## src/rtl/avalon_st_sink_interface.sv

```systemverilog
// Avalon-ST sink front end: registered-ready 2-entry skid buffer plus SOP/EOP framing and status.
// Optional length checking (len_err, err_count) is built only when SINK_FRAME_CHECK_EN is defined.
module avalon_st_sink_interface #(
    parameter int DATA_W       = 16,
    parameter int FRAME_PIXELS = 76800,
    parameter int CNT_W        = 17
) (
    input  logic              clk,
    input  logic              reset,
    input  logic [DATA_W-1:0] in_data,
    input  logic              in_valid,
    input  logic              in_sop,
    input  logic              in_eop,
    output logic              in_ready,
    output logic [DATA_W-1:0] out_data,
    output logic              out_valid,
    output logic              out_sop,
    output logic              out_eop,
    input  logic              out_ready,
    output logic              frame_done,
    output logic [CNT_W-1:0]  pixel_count,
    output logic              len_err,
    output logic [7:0]        err_count
);

    typedef enum logic {IDLE, PKT} state_t;
    state_t state_q, state_d;

    logic              m_valid, m_sop, m_eop;
    logic [DATA_W-1:0] m_data;
    logic              s_valid, s_sop, s_eop;
    logic [DATA_W-1:0] s_data;

    logic              m_valid_d, m_sop_d, m_eop_d;
    logic [DATA_W-1:0] m_data_d;
    logic              s_valid_d, s_sop_d, s_eop_d;
    logic [DATA_W-1:0] s_data_d;

    logic              accept, keep;
    logic [CNT_W-1:0]  cnt_d;
    logic              done_d;
    logic              len_err_d;

    assign accept = in_valid & in_ready;
    // Beats outside a packet are handshaken but never buffered.
    assign keep   = accept & (in_sop | (state_q == PKT));

    // Skid buffer next state; in_ready is low whenever S holds a beat, so S and input never collide.
    always_comb begin
        m_valid_d = m_valid;
        m_sop_d   = m_sop;
        m_eop_d   = m_eop;
        m_data_d  = m_data;
        s_valid_d = s_valid;
        s_sop_d   = s_sop;
        s_eop_d   = s_eop;
        s_data_d  = s_data;
        if (s_valid) begin
            if (out_ready) begin
                m_valid_d = 1'b1;
                m_sop_d   = s_sop;
                m_eop_d   = s_eop;
                m_data_d  = s_data;
                s_valid_d = 1'b0;
            end
        end else if (keep) begin
            if (!m_valid || out_ready) begin
                m_valid_d = 1'b1;
                m_sop_d   = in_sop;
                m_eop_d   = in_eop;
                m_data_d  = in_data;
            end else begin
                s_valid_d = 1'b1;
                s_sop_d   = in_sop;
                s_eop_d   = in_eop;
                s_data_d  = in_data;
            end
        end else if (m_valid && out_ready) begin
            m_valid_d = 1'b0;
        end
    end

    always_ff @(posedge clk) begin
        if (reset) begin
            m_valid  <= 1'b0;
            m_sop    <= 1'b0;
            m_eop    <= 1'b0;
            m_data   <= '0;
            s_valid  <= 1'b0;
            s_sop    <= 1'b0;
            s_eop    <= 1'b0;
            s_data   <= '0;
            in_ready <= 1'b0;
        end else begin
            m_valid  <= m_valid_d;
            m_sop    <= m_sop_d;
            m_eop    <= m_eop_d;
            m_data   <= m_data_d;
            s_valid  <= s_valid_d;
            s_sop    <= s_sop_d;
            s_eop    <= s_eop_d;
            s_data   <= s_data_d;
            in_ready <= ~s_valid_d;
        end
    end

    assign out_valid = m_valid;
    assign out_sop   = m_sop;
    assign out_eop   = m_eop;
    assign out_data  = m_data;

    // Framing FSM: next state, count and status pulses for the beat accepted this cycle.
    always_comb begin
        state_d   = state_q;
        cnt_d     = pixel_count;
        done_d    = 1'b0;
        len_err_d = 1'b0;
        if (keep) begin
            if (in_sop) begin
                cnt_d = CNT_W'(1);
`ifdef SINK_FRAME_CHECK_EN
                if (state_q == PKT) len_err_d = 1'b1;
`endif
            end else if (pixel_count != '1) begin
                cnt_d = pixel_count + CNT_W'(1);
            end
            if (in_eop) begin
                done_d  = 1'b1;
                state_d = IDLE;
`ifdef SINK_FRAME_CHECK_EN
                if (cnt_d != CNT_W'(FRAME_PIXELS)) len_err_d = 1'b1;
`endif
            end else begin
                state_d = PKT;
            end
        end
    end

    always_ff @(posedge clk) begin
        if (reset) begin
            state_q     <= IDLE;
            pixel_count <= '0;
            frame_done  <= 1'b0;
        end else begin
            state_q     <= state_d;
            pixel_count <= cnt_d;
            frame_done  <= done_d;
        end
    end

`ifdef SINK_FRAME_CHECK_EN
    always_ff @(posedge clk) begin
        if (reset) begin
            len_err   <= 1'b0;
            err_count <= '0;
        end else begin
            len_err <= len_err_d;
            if (len_err_d && err_count != '1) err_count <= err_count + 8'd1;
        end
    end
`else
    assign len_err   = 1'b0;
    assign err_count = '0;
`endif

endmodule
```

## config.mk

```make
export PLATFORM = sky130hd
export DESIGN_NAME = avalon_st_sink_interface
export DESIGN_NICKNAME = d
export VERILOG_FILES = /design/src/rtl/avalon_st_sink_interface.sv
export SDC_FILE = /design/constraint.sdc
export NUM_CORES = 1
export LEC_CHECK = 0
export CAP_MARGIN = 20
export CORE_ASPECT_RATIO = 1.75
export CORE_UTILIZATION = 30
export CTS_BUF_LIST = sky130_fd_sc_hd__clkbuf_4
export CTS_CLUSTER_SIZE = 30
export DETAILED_ROUTE_END_ITERATION = 12
export PLACE_DENSITY = 0.57
export SLEW_MARGIN = 20
export SYNTH_ARGS = -nofsm -noshare
export SYNTH_HDL_FRONTEND = slang
export SYNTH_SLANG_ARGS = --single-unit
```

## constraint.sdc

```tcl
create_clock -name clk -period 5.6 [get_ports clk]
set_input_delay 1.4 -clock clk [delete_from_list [all_inputs] [get_ports clk]]
set_output_delay 1.4 -clock clk [all_outputs]
set_load 0.05 [all_outputs]
```

Word level (Yosys, flattened, before mapping):

Index checks and enable logic that the tools add are counted.

* bits in registers: 58
* input port bits: 22

* add/subtract/negate cells: 1
* eq/ne operators: 3
* multiplexer cells: 25
* bitwise gates (word level): 7
* reductions and logical operators: 12

Operator list (number)
* 16-bit 2-to-1 mux: 4
* 17-bit 2-to-1 mux: 2
* 1-bit 2-to-1 mux: 19
* 17-bit by 1-bit adder with 17-bit output, second input constant: 1
* 17-bit inequality test, second input constant: 1
* 3-bit AND reduction: 3
* 2-bit nonzero test: 3
* 1-bit inverter: 4
* 3-bit by 1-bit inequality test with 1-bit output, second input constant: 1
* 3-bit nonzero test: 1
* 1-bit bitwise AND: 2
* 2-bit inequality test, second input constant: 1
* 2-bit AND reduction: 1
* 2-bit OR reduction: 1
* 1-bit logical AND: 1
* 1-bit zero test: 1
* 1-bit logical OR: 1
* 1-bit bitwise OR: 1

Longest topological paths before layout:

Gate-level depths: netlist of run 1.

* word-level depth: 6
* gate-level depth with buffers: 9
* depth with buffers taken out: 8

Worst setup path after synthesis of run 1:

Ideal clock, no wire load.

* path kind: reg-to-reg
* start point: register pixel_count[5]
* end point: register pixel_count[10]
* library setup time: 70 ps
* arrival time: 2487 ps
* data required time: 5530 ps
* setup slack: 3043 ps
* cell stages (with the launch flop): 10
* buffers on the path: 1
* cell sequence: dfxtp_1 > and4_4 > nand4_4 > nor3_1 > ha_1 > and2b_1 > o2111ai_1 > clkbuf_1 > o21ai_0 > a21oi_1

* longest elaborated chain between the ends: 3
* elaborated cells on any way between the ends: 6
* those cells by class: add/sub: 1; eq/ne: 1; mux: 2; reduce/logical: 2

RTL lines
* from (decl): line 21 `output logic [CNT_W-1:0] pixel_count,`
* from (signal assigned): line 146 `pixel_count <= cnt_d;`
* 17-bit by 1-bit adder with 17-bit output or 17-bit inequality test (tied branches): line 125, 124
* 17-bit 2-to-1 mux or 2-bit nonzero test (tied branches)
* 17-bit 2-to-1 mux or 2-bit AND reduction (tied branches)

Parallel ways exist; a longest one is shown, timed or not. The select of a mux whose other input is x is not followed.
A chain may end at the register's enable or synchronous reset.

Worst setup path after layout of run 1:

* start point: input in_sop
* end point: register m_data[6], in the netlist out_data[6]

* longest elaborated chain between the ends: 4

RTL lines
* from (decl): line 12 `input logic in_sop,`
* 1-bit bitwise OR: line 46 `assign keep = accept & (in_sop | (state_q == PKT));`
* 1-bit bitwise AND: line 46
* 2-bit nonzero test (no source line)
* 3-bit AND reduction (no source line)
* to (signal assigned): line 98 `m_data <= m_data_d;`
* to (decl): line 30 `logic [DATA_W-1:0] m_data;`

Every way passes these cells.

==> out/results.ini, run 1 <==
[critical_path]
arrival_ns=3.72
cp.required_ns=5.91
critical_path_buf_inv_count=2
cp-end-kind=flip-flop
cpPeakStageDelay_ns=0.72
critPathMaxFanout=20
path_class=input pin to flip-flop
critPathSlowestCell=clkdlybuf4s50_1
critical-path-top-delay-family=compound AO/OA/AOI/OAI gates
start_kind=input pin
critical_path.cell_chain=clkdlybuf4s50_1, o211ai_1, a2bb2oi_2, buf_4, nor2_1, a211oi_1

[drt]
dr.pass1.iters=11
vias=2169
wl_per_cell_um=13.6
route.detailed.drc=7
first_iter_violations=113
drt_wl_total_mm=5.88
viasPerCell=5.02
ant_nets=0

[final_layout]
syn_to_final_growth_pct=28.6
fillCellCount=841
utilization=0.402
largest_reg_flops=17
layout_common_cells=dfxtp_1 (58), clkdlybuf4s50_1 (58), nand2_1 (42), a21oi_1 (34), nor2_1 (22)
top_register=pixel_count
drive_above_1_share=0.0585
n_antenna_cell=0
design_area_um2=3220
final_nets=362

[logic_synthesis]
yosys.area.top_type=dfxtp_1
synth_edf_count=0
yosysWarnings=0
netlist_instances=286
synth_cell_type_count=37
syn_area_um2=2510
synth_xor_area_frac=0.0105
async_flop_share=0
yosys.area_share.simple=0.194
yosys-top-cells-area=dfxtp_1 (46%), mux2i_1 (7.2%), a21oi_1 (6.8%), nand2_1 (6.3%), a211oi_1 (5.7%)
yosys-mux-area-fraction=0.0719
synth_area_per_cell_um2=8.77
synth-main-ff-cell=dfxtp_1
yosys.area.top_type_share=0.463
synth_seq_cells=58
synth_adder_area_share=0.00998
synth_top_family_by_area=simple AND/OR/NAND/NOR gates
yosysSeqAreaShare=0.463
synth_compound_area_frac=0.182

[floorplanning]
dieArea_um2=8740
io_pins=69
core_um2=8020
start_util=0.313
fp-row-count=43
fp.dieH_um=123
fp.dieW_um=71.1

[cts]
path_clk_slew_ns=0.09
root_buffer=clkbuf_4
cts.htree.levels=3
cts.path.max_buffers=2
cts_resized=0
cts_made_buffers=9
clkLatencyLatePin_ns=0.40
cts_tree=done
post_cts_buffers=0
cts_sinks=58
hold_buffers=0

[sta]
fin_skew_ns=0.0103
setup_viol=0
hold_viol_final=0
max-slew-margin-rel=0.418
rsz0062_at_grt=no
finalCritPeriodShare=0.609
slew_viol_final=0
worst_slew_pin_slew_ns=0.872
finalSetupTns_ns=0
whs_ns=0.456
max_freq_mhz=293
fin_crit_ns=3.41

[global_route]
grt.busiest_layer=met2
grt_use_met2=0.254
use_met1=0.160
use_met3=0.0326
grt_start_max_net_pins=46
grtUsageTotal=0.144
antenna_found_initial=0
overflow=0
first_global_vias=1966
grt_pass1_wl_mm=9.62

[flow_run]
drv_cap=0

[placed_design]
place_congestion=0.790
portBuffers=59
dp_hpwl_mm=4.11
placed_area_um2=3100

[power]
powerDensity_nw_per_um2=255
power_leakage_nw=1.03
p_total_mw=0.822
ir_drop_mv=0.123

[outcome]
violations=design-rule violations
status=complete, but fails checks

[worst_hold_path]
hp-class=flip-flop to flip-flop

-- cell families (layout without fill, tap and decap cells) --
family / after synthesis / count (layout)
muxes: 18 / 18
xor gates and xnor gates: 3 / 3
adders and majority gates: 2 / 2
AOI/OAI and AO/OA: 74 / 74
other: 1 / 9
buffers and inverters: 32 / 80
and+or+nand+nor: 98 / 98
DFF: 58 / 58
-- worst reg2reg max path, cell delays in order (launching register included) --
cell	delay, ns
dfxtp_1	0.44
and4_4	0.30
nand4_4	0.16
nor3_1	0.25
ha_1	0.17
and2b_1	0.23
o2111ai_1	0.73
o21ai_0	0.21
a21oi_1	0.15
-- cell usage after synthesis (4+ instances only) --
| master | number |
|---|---|
| nor2_1 | 22 |
| o211ai_1 | 4 |
| buf_2 | 6 |
| nand3_1 | 5 |
| o21ai_0 | 9 |
| dfxtp_1 | 58 |
| clkbuf_1 | 11 |
| mux2i_1 | 18 |
| a21oi_1 | 34 |
| or3_1 | 8 |
| inv_1 | 4 |
| buf_4 | 11 |
| nand2_1 | 42 |
| a211oi_1 | 19 |
-- layout make-up --
| type | instances | area [µm²] | area share |
|---|---|---|---|
| repair buffers | 61 | 601 | 0.186 |
| clock buffers | 10 | 75.1 | 0.0233 |
| multi-input cells | 204 | 1210 | 0.376 |
| inverters | 4 | 15.0 | 0.00466 |
| well taps | 90 | 113 | 0.0349 |
| flip-flops and latches | 58 | 1160 | 0.360 |
| clock inverters | 5 | 46.3 | 0.0144 |
-- per-layer routing --
layer	part of all wire	vias up
met2	0.54	56
li1	-	1098
met4	0.017	0
met1	0.41	1007
met5	0	-
met3	0.034	8
-- path summary, 6_finish.rpt --
kind,startpoint,slack (ns),end,depth (start not counted)
worst min-delay path,s_eop$_SDFFE_PP0P_,0.46,s_eop$_SDFFE_PP0P_,2
worst min register to register,s_eop$_SDFFE_PP0P_,0.46,s_eop$_SDFFE_PP0P_,2
worst max-delay path,in_sop,2.19,out_data[6]$_SDFFE_PP0P_,6
worst max register to register,pixel_count[5]$_SDFFE_PP0P_,2.89,pixel_count[10]$_SDFFE_PP0P_,8
-- where the power goes --
group	switching, mW	internal [mW]	total, mW
sequential	0.00677	0.422	0.429
combinational	0.0763	0.0398	0.116
clock	0.143	0.134	0.277
total	0.226	0.596	0.822
-- through the flow --
step / std cells / setup WS (ns)
after floorplan: 294 / 3.04
after detailed placement: 417 / 1.77
after global placement: 417 / 1.79
final: 432 / 2.19
after global routing: 432 / 1.98
after CTS: 432 / 2.23
Note: power is estimated with default switching activity, not from simulation.
==> run 2: changes to the inputs <==
==> constraint.sdc (replaced) <==
create_clock -name clk -period 3.5 [get_ports clk]
set_input_delay 0.875 -clock clk [delete_from_list [all_inputs] [get_ports clk]]
set_output_delay 0.875 -clock clk [all_outputs]
set_load 0.05 [all_outputs]
==> out/results.ini, run 2 (synthesized netlist as in run 1, its figures left out) <==
[critical_path]
arrival_ns=3.04  ; -0.68 ns
critical_path_buf_inv_count=0  ; -2
cpPeakStageDelay_ns=0.69  ; -0.03 ns
start_kind=flip-flop
path_class=flip-flop to flip-flop
cp-end-kind=flip-flop
critical-path-top-delay-family=compound AO/OA/AOI/OAI gates
critPathMaxFanout=11  ; -45%
cp.required_ns=3.83  ; -2.08 ns
critPathSlowestCell=o2111ai_1
critical_path.cell_chain=and4_4, nand4_4, nor3_1, ha_1, and2b_1, o2111ai_1, o21ai_0, a21oi_1

[floorplanning]
io_pins=69  ; unchanged
fp.dieH_um=123  ; unchanged
fp-row-count=43  ; unchanged
fp.dieW_um=71.1  ; unchanged
dieArea_um2=8740  ; unchanged
start_util=0.313  ; unchanged
core_um2=8020  ; unchanged

[final_layout]
largest_reg_flops=17  ; unchanged
layout_common_cells=dfxtp_1 (58), clkdlybuf4s50_1 (58), nand2_1 (42), a21oi_1 (34), nor2_1 (22)
top_register=pixel_count
final_nets=365  ; +0.83%
drive_above_1_share=0.0641  ; +0.00566
layout.cells.non_filler=433  ; +0.23%
syn_to_final_growth_pct=28.0
n_antenna_cell=0  ; unchanged

[global_route]
grtUsageTotal=0.145  ; +0.000269
first_global_vias=1990  ; +1.2%
antenna_found_initial=0  ; unchanged
grt_start_max_net_pins=28  ; -39%
overflow=0  ; unchanged
grt_pass1_wl_mm=9.43  ; -2.0%

[placed_design]
dp_hpwl_mm=4.26  ; +3.6%
place_congestion=0.771  ; -2.5%
dp_slack_ns=0.521  ; -1.24 ns
dp.cells=420  ; +0.72%
portBuffers=59  ; unchanged

[drt]
first_iter_violations=78  ; -31%
route.detailed.drc=7  ; unchanged
ant_nets=0  ; unchanged
drt_wl_total_mm=5.97  ; +1.5%
dr.pass1.iters=10  ; -1
vias=2162  ; -0.32%
viasPerCell=4.99  ; -0.55%
wl_per_cell_um=13.8  ; +1.2%

[power]
powerDensity_nw_per_um2=388  ; +52%
p_total_mw=1.24  ; +51%
power_leakage_nw=1.03  ; +0.12%
ir_drop_mv=0.152  ; +24%

[flow_run]
drv_cap=0  ; unchanged

[cts]
cts_made_buffers=9  ; unchanged
post_cts_buffers=0  ; unchanged
hold_buffers=0  ; unchanged
cts.path.max_buffers=2  ; unchanged
cts_tree=done
cts_sinks=58  ; unchanged
cts_resized=0  ; unchanged
root_buffer=clkbuf_4
clkLatencyLatePin_ns=0.39  ; about the same
cts.htree.levels=3  ; unchanged
path_clk_slew_ns=0.09  ; about the same

[sta]
setup_viol=0  ; unchanged
finalCritPeriodShare=0.773
whs_ns=0.457  ; +0.000842 ns
fin_skew_ns=0.00659  ; -0.00374 ns
rsz0062_at_grt=no
slew_viol_final=0  ; unchanged
finalSetupTns_ns=0  ; unchanged
worst_slew_pin_slew_ns=0.822  ; -0.0496 ns
max-slew-margin-rel=0.451  ; +0.0331
hold_viol_final=0  ; unchanged
max_freq_mhz=370
layout_setup_ws_ns=0.796  ; -1.39 ns
fin_crit_ns=2.70

[outcome]
violations=design-rule violations
status=complete, but fails checks

[worst_hold_path]
hp-class=flip-flop to flip-flop

[run 2: cell types whose count changed in the layout (fill, tap and decap cells not counted), sizes merged]
cell / change
clkinv: -2
buf: +3
clkbuf: +1
bufinv: -1
[run 2: routing by layer]
layer,track usage,share of wire,up-vias
met2,0.265,0.55,51
met4,0.0713,0.016,0
met5,0,0,-
met3,0.0456,0.035,7
li1,-,-,1105
met1,0.146,0.40,999
[run 2: final timing paths]
check                                            startpoint                           end  slack [ns]  cells past startpoint
worst min-delay path                s_data[13]$_SDFFE_PP0P_       s_data[13]$_SDFFE_PP0P_        0.46                      2
worst max-delay path            pixel_count[5]$_SDFFE_PP0P_  pixel_count[10]$_SDFFE_PP0P_        0.80                      8
worst min register to register      s_data[13]$_SDFFE_PP0P_       s_data[13]$_SDFFE_PP0P_        0.46                      2
worst max register to register  pixel_count[5]$_SDFFE_PP0P_  pixel_count[10]$_SDFFE_PP0P_        0.80                      8
[run 2: tightest hold or removal path: stages (launching register included)]
cell	delay (ns)
dfxtp_1	0.32
nand2_1	0.05
a21oi_1	0.05
[run 2: power by group]
part           total [mW]  internal, mW  switching (mW)
clock               0.370         0.146           0.224
combinational       0.188        0.0652           0.123
sequential          0.686         0.676         0.00992
total                1.24         0.887           0.357
[run 2: layout make-up]
cell class | instances | area, µm²
Tap cell | 90 | 113
Sequential cell | 58 | 1160
Fill cell | 809 | 4810
Timing Repair Buffer | 64 | 623
Clock buffer | 11 | 82.6
Multi-Input combinational cell | 204 | 1210
Clock inverter | 2 | 7.51
Inverter | 4 | 15.0
[run 2: through the flow]
step                 util  cell area [µm²]
floorplan               -             2540
global placement    0.389             3120
detailed placement  0.389             3120
CTS                 0.400             3210
global route        0.400             3210
finish              0.400             3210
==> run 3: changes to the inputs <==
--- a/config.mk
+++ b/config.mk
@@ -11,7 +11,7 @@
 export CTS_BUF_LIST = sky130_fd_sc_hd__clkbuf_4
 export CTS_CLUSTER_SIZE = 30
 export DETAILED_ROUTE_END_ITERATION = 12
-export PLACE_DENSITY = 0.57
+export PLACE_DENSITY = 0.59
 export SLEW_MARGIN = 20
 export SYNTH_ARGS = -nofsm -noshare
 export SYNTH_HDL_FRONTEND = slang
==> constraint.sdc (replaced) <==
create_clock -name clk -period 2.27 [get_ports clk]
set_input_delay 0.5675 -clock clk [delete_from_list [all_inputs] [get_ports clk]]
set_output_delay 0.5675 -clock clk [all_outputs]
set_load 0.05 [all_outputs]
==> out/results.ini, run 3 (synthesized netlist as in run 1, its figures left out) <==
[flow_run]
drv_cap=0  ; unchanged

[sta]
fin_crit_ns=2.20
worst_slew_pin_slew_ns=0.540  ; -0.282 ns
finalCritPeriodShare=0.970
setup_viol=0  ; unchanged
max_freq_mhz=454
finalSetupTns_ns=0  ; unchanged
whs_ns=0.457  ; +0.000719 ns
layout_setup_ws_ns=0.0673  ; -0.729 ns
max-slew-margin-rel=0.639  ; +0.187
rsz0062_at_grt=no
fin_skew_ns=0.0106  ; +0.00404 ns
hold_viol_final=0  ; unchanged
slew_viol_final=0  ; unchanged

[global_route]
grt_start_max_net_pins=31  ; +11%
grt_pass1_wl_mm=9.78  ; +3.7%
grtUsageTotal=0.148  ; +0.00312
first_global_vias=2066  ; +3.8%
antenna_found_initial=0  ; unchanged
overflow=0  ; unchanged

[placed_design]
dp_slack_ns=0.0913  ; -0.430 ns
placed_area_um2=3230  ; +3.7%
place_congestion=0.785  ; +1.9%
portBuffers=59  ; unchanged
dp_hpwl_mm=4.19  ; -1.5%

[final_layout]
final_nets=376  ; +3.0%
n_antenna_cell=0  ; unchanged
drive_above_1_share=0.126  ; +0.0619
largest_reg_flops=17  ; unchanged
layout_common_cells=clkdlybuf4s50_1 (55), dfxtp_1 (51), nand2_1 (42), a21oi_1 (34), nor2_1 (22)
fillCellCount=832  ; +2.8%
top_register=pixel_count
utilization=0.418  ; +0.0179
design_area_um2=3350  ; +4.5%
layout_commonest_cell=clkdlybuf4s50_1
syn_to_final_growth_pct=33.7

[cts]
cts.path.max_buffers=2  ; unchanged
root_buffer=clkbuf_4
cts_tree=done
clkLatencyLatePin_ns=0.40  ; about the same
cts.htree.levels=3  ; unchanged
cts_made_buffers=9  ; unchanged
path_clk_slew_ns=0.09  ; about the same
cts_sinks=58  ; unchanged

[power]
intPower_mw=1.38  ; +56%
clock_power_share=0.306  ; +0.008
p_sw_frac=0.291  ; +0.00377
ir_drop_mv=0.394  ; +160%
powerDensity_nw_per_um2=581  ; +50%
p_switching_mw=0.566  ; +59%
seq_power_share=0.540  ; -0.011
power_leakage_nw=1.14  ; +10%
p_comb_frac=0.154  ; +0.003

[worst_hold_path]
hold_depth=2  ; unchanged
hp-class=flip-flop to flip-flop

[critical_path]
crit_cells=1  ; -7
arrival_ns=1.64  ; -1.40 ns
critical_path.cell_chain=clkdlybuf4s50_1
critPathSlowestCell=clkdlybuf4s50_1
cp.required_ns=1.70  ; -2.13 ns
path_class=flip-flop to primary output
r2r_cells=9  ; +1
critical_path_buf_inv_count=1  ; +1
start_kind=flip-flop
cpPeakStageDelay_ns=0.83  ; +0.14 ns
critPathMaxFanout=6  ; -5
critical-path-top-delay-family=buffers and inverters
cp-end-kind=primary output

[floorplanning]
fp.dieW_um=71.1  ; unchanged
core_um2=8020  ; unchanged
io_pins=69  ; unchanged
start_util=0.313  ; unchanged
fp.dieH_um=123  ; unchanged
dieArea_um2=8740  ; unchanged
fp-row-count=43  ; unchanged

[drt]
wl_per_cell_um=13.0  ; -5.6%
ant_nets=0  ; unchanged
route.detailed.drc=12  ; +5
vias=2215  ; +2.5%
viasPerCell=4.96  ; -0.76%
drt_wl_total_mm=5.81  ; -2.6%
first_iter_violations=45  ; -42%
dr.pass1.iters=9  ; -1

[outcome]
violations=design-rule violations
status=complete, but fails checks

[run 3: layout make-up]
class,count,area (µm²),share of cell area
multi-input combinational,204,1220,0.364
sequential,58,1180,0.352
timing repair buffer,75,722,0.215
tap,90,113,0.0336
clock buffer,11,82.6,0.0246
clock inverter,5,21.3,0.00634
inverter,4,15.0,0.00448
[run 3: path summary, 6_finish.rpt]
path | start | endpoint | slack [ns]
hold / removal | s_data[15]$_SDFFE_PP0P_ | s_data[15]$_SDFFE_PP0P_ | 0.46
setup / recovery | pixel_count[12]$_SDFFE_PP0P_ | pixel_count[12] | 0.07
hold reg to reg | s_data[15]$_SDFFE_PP0P_ | s_data[15]$_SDFFE_PP0P_ | 0.46
setup reg to reg | pixel_count[0]$_SDFFE_PP0P_ | pixel_count[15]$_SDFFE_PP0P_ | 0.17
[run 3: timing repair]
item | CTS | global route
endpoints found under the setup margin | 1 | 11
hold buffers | 0 | 0
gates resized for setup | 1 | 5
setup buffers | 0 | 0
pin swaps | 0 | 0
[run 3: layer usage]
metal / wire, µm / track usage / vias to the layer above
met4: 129 / 0.0750 / 0
li1: - / - / 1120
met5: 0 / 0 / -
met1: 2340 / 0.156 / 1034
met3: 294 / 0.0440 / 11
met2: 3060 / 0.264 / 50
[run 3: power groups by stage]
| stage | combinational, mW | clock, mW | sequential (mW) |
|---|---|---|---|
| 3_3_place_gp | 0.301 | 0 | 1.08 |
| 5_1_grt | 0.321 | 0.661 | 1.06 |
| 2_1_floorplan | 0.121 | 0 | 1.15 |
| 4_1_cts | 0.303 | 0.628 | 1.05 |
| 6_report | 0.301 | 0.595 | 1.05 |
| 3_5_place_dp | 0.303 | 0 | 1.08 |
[run 3: through the flow]
stage          std cells  power [mW]
4_1_cts              447        1.98
5_1_grt              447        2.04
3_5_place_dp         431        1.38
3_3_place_gp         431        1.38
6_report             447        1.95
2_1_floorplan        294        1.27
